`src/rtl/seq_control_fsm_if.sv`:
```
// Instruction/data memory handshake bundle between the SEQ sequencer (master)
// and the memory subsystem (slave).
interface seq_control_fsm_if;
    logic        imem_req;
    logic        imem_ack;
    logic [31:0] instr;
    logic        dmem_req;
    logic        dmem_we;
    logic        dmem_ack;

    modport master (
        output imem_req,
        output dmem_req,
        output dmem_we,
        input  imem_ack,
        input  instr,
        input  dmem_ack
    );

    modport slave (
        input  imem_req,
        input  dmem_req,
        input  dmem_we,
        output imem_ack,
        output instr,
        output dmem_ack
    );
endinterface

```
`src/rtl/seq_control_fsm.sv`:
```
// Multi-cycle sequencer for the SEQ RV32I core: walks each instruction through
// FETCH/DECODE/EXECUTE/MEM/WB and owns every PC, IR, regfile and memory enable.
module seq_control_fsm #(
    parameter int MEM_TIMEOUT = 15,
    parameter int CNT_W       = 32
) (
    input  logic                 clk,
    input  logic                 reset,
    input  logic                 start,
    seq_control_fsm_if.master    mem,
    input  logic                 alu_zero,
    input  logic                 alu_lt,
    input  logic                 alu_ltu,
    output logic                 ir_we,
    output logic                 pc_we,
    output logic [1:0]           pc_sel,
    output logic                 rf_we,
    output logic [1:0]           wb_sel,
    output logic [2:0]           state,
    output logic                 halted,
    output logic                 illegal,
    output logic                 bus_err,
    output logic [CNT_W-1:0]     instret
);

    typedef enum logic [2:0] {
        S_IDLE    = 3'd0,
        S_FETCH   = 3'd1,
        S_DECODE  = 3'd2,
        S_EXECUTE = 3'd3,
        S_MEM     = 3'd4,
        S_WB      = 3'd5,
        S_HALT    = 3'd6
    } state_t;

    localparam logic [6:0] OP_R      = 7'b0110011;
    localparam logic [6:0] OP_I      = 7'b0010011;
    localparam logic [6:0] OP_LOAD   = 7'b0000011;
    localparam logic [6:0] OP_STORE  = 7'b0100011;
    localparam logic [6:0] OP_BRANCH = 7'b1100011;
    localparam logic [6:0] OP_JAL    = 7'b1101111;
    localparam logic [6:0] OP_JALR   = 7'b1100111;
    localparam logic [6:0] OP_SYSTEM = 7'b1110011;

    localparam logic [1:0] PC_PLUS4 = 2'b00;
    localparam logic [1:0] PC_IMM   = 2'b01;
    localparam logic [1:0] PC_ALU   = 2'b10;

    localparam logic [1:0] WB_ALU   = 2'b00;
    localparam logic [1:0] WB_MEM   = 2'b01;
    localparam logic [1:0] WB_LINK  = 2'b10;

    localparam logic [7:0] WAIT_LIMIT = 8'(MEM_TIMEOUT);

    state_t             state_q, state_d;
    logic [6:0]         opcode_q, opcode_d;
    logic [2:0]         funct3_q, funct3_d;
    logic [7:0]         wait_q, wait_d;
    logic [CNT_W-1:0]   instret_q, instret_d;
    logic               halted_q, halted_d;
    logic               illegal_q, illegal_d;
    logic               bus_err_q, bus_err_d;

    logic               imem_req_c;
    logic               dmem_req_c;
    logic               dmem_we_c;
    logic               decode_legal;
    logic               branch_taken;
    logic               is_store;

    always_ff @(posedge clk or posedge reset) begin
        if (reset) begin
            state_q   <= S_IDLE;
            opcode_q  <= '0;
            funct3_q  <= '0;
            wait_q    <= '0;
            instret_q <= '0;
            halted_q  <= 1'b0;
            illegal_q <= 1'b0;
            bus_err_q <= 1'b0;
        end else begin
            state_q   <= state_d;
            opcode_q  <= opcode_d;
            funct3_q  <= funct3_d;
            wait_q    <= wait_d;
            instret_q <= instret_d;
            halted_q  <= halted_d;
            illegal_q <= illegal_d;
            bus_err_q <= bus_err_d;
        end
    end

    // BRANCH funct3 010/011 are unassigned encodings and count as illegal.
    always_comb begin
        decode_legal = 1'b0;
        case (opcode_q)
            OP_R, OP_I, OP_LOAD, OP_STORE,
            OP_JAL, OP_JALR, OP_SYSTEM: decode_legal = 1'b1;
            OP_BRANCH:                  decode_legal = (funct3_q[2:1] != 2'b01);
            default:                    decode_legal = 1'b0;
        endcase
    end

    always_comb begin
        branch_taken = 1'b0;
        case (funct3_q)
            3'b000:  branch_taken = alu_zero;
            3'b001:  branch_taken = !alu_zero;
            3'b100:  branch_taken = alu_lt;
            3'b101:  branch_taken = !alu_lt;
            3'b110:  branch_taken = alu_ltu;
            3'b111:  branch_taken = !alu_ltu;
            default: branch_taken = 1'b0;
        endcase
    end

    assign is_store = (opcode_q == OP_STORE);

    // The wait counter falls back to zero whenever it is not counting, so every
    // FETCH/MEM entry starts with a fresh budget; an ack on the limit cycle wins.
    always_comb begin
        state_d    = state_q;
        opcode_d   = opcode_q;
        funct3_d   = funct3_q;
        wait_d     = '0;
        halted_d   = halted_q;
        illegal_d  = illegal_q;
        bus_err_d  = bus_err_q;
        imem_req_c = 1'b0;
        dmem_req_c = 1'b0;
        dmem_we_c  = 1'b0;
        ir_we      = 1'b0;
        pc_we      = 1'b0;
        pc_sel     = PC_PLUS4;
        rf_we      = 1'b0;
        wb_sel     = WB_ALU;

        case (state_q)
            S_IDLE: begin
                if (start) state_d = S_FETCH;
            end

            S_FETCH: begin
                imem_req_c = 1'b1;
                if (mem.imem_ack) begin
                    ir_we    = 1'b1;
                    opcode_d = mem.instr[6:0];
                    funct3_d = mem.instr[14:12];
                    state_d  = S_DECODE;
                end else if (wait_q == WAIT_LIMIT) begin
                    bus_err_d = 1'b1;
                    state_d   = S_HALT;
                end else begin
                    wait_d = wait_q + 8'd1;
                end
            end

            S_DECODE: begin
                if (decode_legal) begin
                    state_d = S_EXECUTE;
                end else begin
                    illegal_d = 1'b1;
                    state_d   = S_HALT;
                end
            end

            S_EXECUTE: begin
                case (opcode_q)
                    OP_BRANCH: begin
                        pc_we   = 1'b1;
                        pc_sel  = branch_taken ? PC_IMM : PC_PLUS4;
                        state_d = S_FETCH;
                    end
                    OP_LOAD, OP_STORE: state_d = S_MEM;
                    OP_SYSTEM: begin
                        halted_d = 1'b1;
                        state_d  = S_HALT;
                    end
                    default:   state_d = S_WB;
                endcase
            end

            S_MEM: begin
                dmem_req_c = 1'b1;
                dmem_we_c  = is_store;
                if (mem.dmem_ack) begin
                    if (is_store) begin
                        pc_we   = 1'b1;
                        state_d = S_FETCH;
                    end else begin
                        state_d = S_WB;
                    end
                end else if (wait_q == WAIT_LIMIT) begin
                    bus_err_d = 1'b1;
                    state_d   = S_HALT;
                end else begin
                    wait_d = wait_q + 8'd1;
                end
            end

            S_WB: begin
                rf_we   = 1'b1;
                pc_we   = 1'b1;
                state_d = S_FETCH;
                case (opcode_q)
                    OP_LOAD: wb_sel = WB_MEM;
                    OP_JAL: begin
                        wb_sel = WB_LINK;
                        pc_sel = PC_IMM;
                    end
                    OP_JALR: begin
                        wb_sel = WB_LINK;
                        pc_sel = PC_ALU;
                    end
                    default: wb_sel = WB_ALU;
                endcase
            end

            S_HALT: state_d = S_HALT;

            default: state_d = S_IDLE;
        endcase
    end

    // Retirement is defined as the pc_we pulse, so the count cannot drift from it.
    assign instret_d = instret_q + CNT_W'(pc_we);

    assign mem.imem_req = imem_req_c;
    assign mem.dmem_req = dmem_req_c;
    assign mem.dmem_we  = dmem_we_c;

    assign state   = state_q;
    assign halted  = halted_q;
    assign illegal = illegal_q;
    assign bus_err = bus_err_q;
    assign instret = instret_q;

    a_halt_absorbing: assert property (@(posedge clk) disable iff (reset)
        (state_q == S_HALT) |=> (state_q == S_HALT));

    a_single_request: assert property (@(posedge clk) disable iff (reset)
        !(imem_req_c && dmem_req_c));

endmodule

```
`src/flat_wrapper.sv`:
```
// flat-port wrapper written by rule: the top's interface ports become plain ports
module seq_control_fsm_flat 
#(
    parameter int MEM_TIMEOUT = 15,
    parameter int CNT_W       = 32
)
  (clk, reset, start, alu_zero, alu_lt, alu_ltu, ir_we, pc_we, pc_sel, rf_we, wb_sel, state, halted, illegal, bus_err, instret, mem_imem_req, mem_dmem_req, mem_dmem_we, mem_imem_ack, mem_instr, mem_dmem_ack);
  seq_control_fsm_if mem_i ();
  input  logic clk;
  input  logic reset;
  input  logic start;
  input  logic alu_zero;
  input  logic alu_lt;
  input  logic alu_ltu;
  output logic ir_we;
  output logic pc_we;
  output logic [1:0] pc_sel;
  output logic rf_we;
  output logic [1:0] wb_sel;
  output logic [2:0] state;
  output logic halted;
  output logic illegal;
  output logic bus_err;
  output logic [CNT_W-1:0] instret;
  output wire logic [$bits(mem_i.imem_req)-1:0] mem_imem_req;
  output wire logic [$bits(mem_i.dmem_req)-1:0] mem_dmem_req;
  output wire logic [$bits(mem_i.dmem_we)-1:0] mem_dmem_we;
  input wire logic [$bits(mem_i.imem_ack)-1:0] mem_imem_ack;
  input wire logic [$bits(mem_i.instr)-1:0] mem_instr;
  input wire logic [$bits(mem_i.dmem_ack)-1:0] mem_dmem_ack;
  assign mem_imem_req = mem_i.imem_req;
  assign mem_dmem_req = mem_i.dmem_req;
  assign mem_dmem_we = mem_i.dmem_we;
  assign mem_i.imem_ack = mem_imem_ack;
  assign mem_i.instr = mem_instr;
  assign mem_i.dmem_ack = mem_dmem_ack;
  seq_control_fsm #(.MEM_TIMEOUT(MEM_TIMEOUT), .CNT_W(CNT_W)) u_core (.clk(clk), .reset(reset), .start(start), .mem(mem_i), .alu_zero(alu_zero), .alu_lt(alu_lt), .alu_ltu(alu_ltu), .ir_we(ir_we), .pc_we(pc_we), .pc_sel(pc_sel), .rf_we(rf_we), .wb_sel(wb_sel), .state(state), .halted(halted), .illegal(illegal), .bus_err(bus_err), .instret(instret));
endmodule
```
`config.mk`:
```
export PLATFORM = sky130hd
export DESIGN_NAME = seq_control_fsm_flat
export DESIGN_NICKNAME = d
export VERILOG_FILES = /design/src/rtl/seq_control_fsm_if.sv /design/src/rtl/seq_control_fsm.sv /design/src/flat_wrapper.sv
export SDC_FILE = /design/constraint.sdc
export NUM_CORES = 1
export LEC_CHECK = 0
export CORE_ASPECT_RATIO = 0.9
export CORE_MARGIN = 2
export CORE_UTILIZATION = 49
export DETAILED_ROUTE_END_ITERATION = 12
export PLACE_DENSITY_LB_ADDON = 0.05
export SYNTH_ARGS = -nofsm -noshare
export SYNTH_HDL_FRONTEND = slang
export SYNTH_SLANG_ARGS = --single-unit
```
`constraint.sdc`:
```
create_clock -name clk -period 3.9 [get_ports clk]
set_input_delay 0.78 -clock clk [delete_from_list [all_inputs] [get_ports clk]]
set_output_delay 0.78 -clock clk [all_outputs]
set_load 0.05 [all_outputs]
```
==> flow_summary.ini <==
[timing]
final.setup.tns_ns = 0
rsz0062_at_grt = no
min_period_ns = 3.375
setup_viol = 0
finClkSkew_ns = 0.01156
hold_viol_final = 0
fin_crit_sh_pct = 86.53
slew_headroom_pct = 56.55
timing.fmax_mhz = 296.3
drv_slew = 0
worstMarginPinSlew_ns = 0.6508
holdWs_ns = 0.4689

[floorplanning]
start_util_pct = 51.03
die_h_um = 74.39
die_w_um = 82.21
core_area_um2 = 5286
dieArea_um2 = 6116
rows = 25
boundaryPins = 88

[pwr]
powerDensity_nw_per_um2 = 525.9
ir_drop_uv = 297.5
leakagePower_nw = 1.513

[global_route]
antenna_found_initial = 0
grt_overflow = 0
grt_util_all_layers_pct = 19.64
grt_use_met2_pct = 29.84
grtUsageMet3_pct = 5.461
grt_pass1_wl_um = 9246
grt.busiest_layer = met2
grt_pass1_vias = 1962
grt_max_degree = 32
use_met1_pct = 28.16

[flow_run]
drv_cap = 0

[finish]
final_cell_count_no_fill = 383
nets = 358
antennaDiodeCount = 0
final_common_cell = clkdlybuf4s50_1
fin_util_pct = 66.89
syn2layout_area_growth_pct = 31.08
drive_gt1_share_pct = 10.76
layout_common_cells = 64 x clkdlybuf4s50_1, 56 x dfrtp_1, 28 x xnor2_1

[synth]
synth-seq-cells = 56
synth_ff_type = dfrtp_1
synth_edf_count = 0
synth_nets = 289
async_reset_ff_share_pct = 100.0
synth_cell_types = 44
ys_seq_area_share_pct = 51.95
synthCells = 246
ys_warn_count = 0
netlist_area_um2 = 2698
synth_area_per_cell_um2 = 10.97

[clock_tree]
cts-root-buf = clkbuf_8
clk_pin_slew_ns = 0.10
clk_latency_ns = 0.32
cts_hold_repair.buffers = 0
cts-resized-gates = 0
cts_setup_buffers = 0
clk_path_buf_depth = 2
htreeDepth = 2
cts_tree = built
cts.sinks = 56
cts_buffers = 5

[detailed_routing]
dr_total_vias = 2020
wl_per_cell_um = 14.05
first_iter_violations = 100
drcViolationCount = 0
dr.pass1.iters = 4
drt_wl_total_um = 5383
avgViaCountPerCell = 5.274
antenna_left = 0

[critical_path]
setup.worst_path.end_class = output pin
startpoint_type = flop
cp.arrival_ns = 2.59
worstPathMaxFanout = 19
cp.required_ns = 3.12
critPathKind = flop to output pin

[status]
run_status = completed

[place]
hpwl_um = 4046
port_buffers = 65
placed_cells = 375
gp_congestion = 0.8195

[hold_path]
hp-class = flop to flop
## cells in the mapped netlist, types with 2 or more instances
| master | number | area (um^2) |
|---|---|---|
| nor2b_1 | 4 | 25.02 |
| a21oi_1 | 3 | 15.01 |
| inv_1 | 4 | 15.01 |
| a31oi_1 | 4 | 25.02 |
| nand2b_1 | 3 | 18.77 |
| nor4_1 | 4 | 25.02 |
| and2_1 | 2 | 12.51 |
| mux2_2 | 10 | 112.6 |
| clkbuf_1 | 4 | 15.01 |
| o211ai_1 | 3 | 22.52 |
| nand2_1 | 20 | 75.07 |
| or2_2 | 2 | 12.51 |
| nand4_1 | 4 | 25.02 |
| and3_1 | 5 | 31.28 |
| ha_1 | 3 | 37.54 |
| xnor2_1 | 28 | 245.2 |
| dfrtp_1 | 56 | 1401 |
| nor2_1 | 23 | 86.33 |
| nor3_1 | 5 | 25.02 |
| o21ai_0 | 5 | 25.02 |
| buf_2 | 2 | 10.01 |
| nand3_1 | 18 | 90.09 |
| and4_1 | 3 | 26.28 |
| xor2_1 | 10 | 87.58 |
| nor4bb_1 | 2 | 20.02 |
## registers in the layout, indices dropped and copies added, names as in the netlist
register         flops
u_core.opcode_q      7
u_core.illegal       1
u_core.funct3_q      3
u_core.state         3
u_core.wait_q        8
u_core.instret      32
u_core.halted        1
u_core.bus_err       1
## area by class of cell
class | instances | area, um^2
Inverter | 4 | 15.01
Sequential cell | 56 | 1401
Tap cell | 67 | 83.83
Timing Repair Buffer | 68 | 683.2
Clock buffer | 5 | 68.82
Fill cell | 423 | 1750
Clock inverter | 3 | 21.27
Multi-Input combinational cell | 180 | 1262
## power by group
part / switching, mW / leakage, nW / total [mW] / internal [mW]
Clock: 0.194 / 0.0445 / 0.322 / 0.128
Sequential: 0.161 / 0.744 / 0.843 / 0.683
Combinational: 0.396 / 0.725 / 0.694 / 0.297
## per-layer routing
| layer | share of wire, % | vias up | routed length [um] |
|---|---|---|---|
| met4 | 0.50 | 0 | 27 |
| li1 | - | 996 | - |
| met1 | 49 | 968 | 2627 |
| met3 | 4.9 | 4 | 266 |
| met5 | 0 | - | 0 |
| met2 | 46 | 52 | 2461 |
## final timing paths
kind                                        from                 end  slack, ns  depth (start not counted)
max in group asynchronous                  reset  u_core.instret[19]       2.24                          3
worst max register to register   u_core.state[1]  u_core.instret[26]       0.86                         10
worst min-delay path            u_core.wait_q[0]    u_core.wait_q[0]       0.47                          1
worst min register to register  u_core.wait_q[0]    u_core.wait_q[0]       0.47                          1
worst max-delay path             u_core.state[1]           pc_sel[0]       0.53                          4
min in group asynchronous                  reset       u_core.halted       0.87                          2
## logic make-up (layout without fill, tap and decap cells)
family                     Yosys count  after routing  share of synthesized area (%)
and+or+nand+nor                    107            107                          23.14
adders and majority gates            3              3                          1.392
xor gates and xnor gates            38             38                          12.34
DFF                                 56             56                          51.95
muxes                               11             11                          4.546
buffers and inverters               10             80                          1.484
AOI/OAI and AO/OA                   21             21                          5.148
## through the flow
step	area, um^2	power [mW]	setup WS (ns)
global placement	3446	1.535	0.5793
detailed placement	3446	1.553	0.5891
floorplan	2704	1.324	0.01941
finish	3536	1.860	0.5253
global route	3536	1.979	0.3533
CTS	3536	1.877	0.5201
## worst max-delay path: stages (launching register included)
cell and delay, ns:
dfrtp_1 0.69, nand3b_1 0.22, or2_2 0.35, o21ai_0 0.19, clkdlybuf4s50_1 0.83
Power figures use the tool's default switching activity.
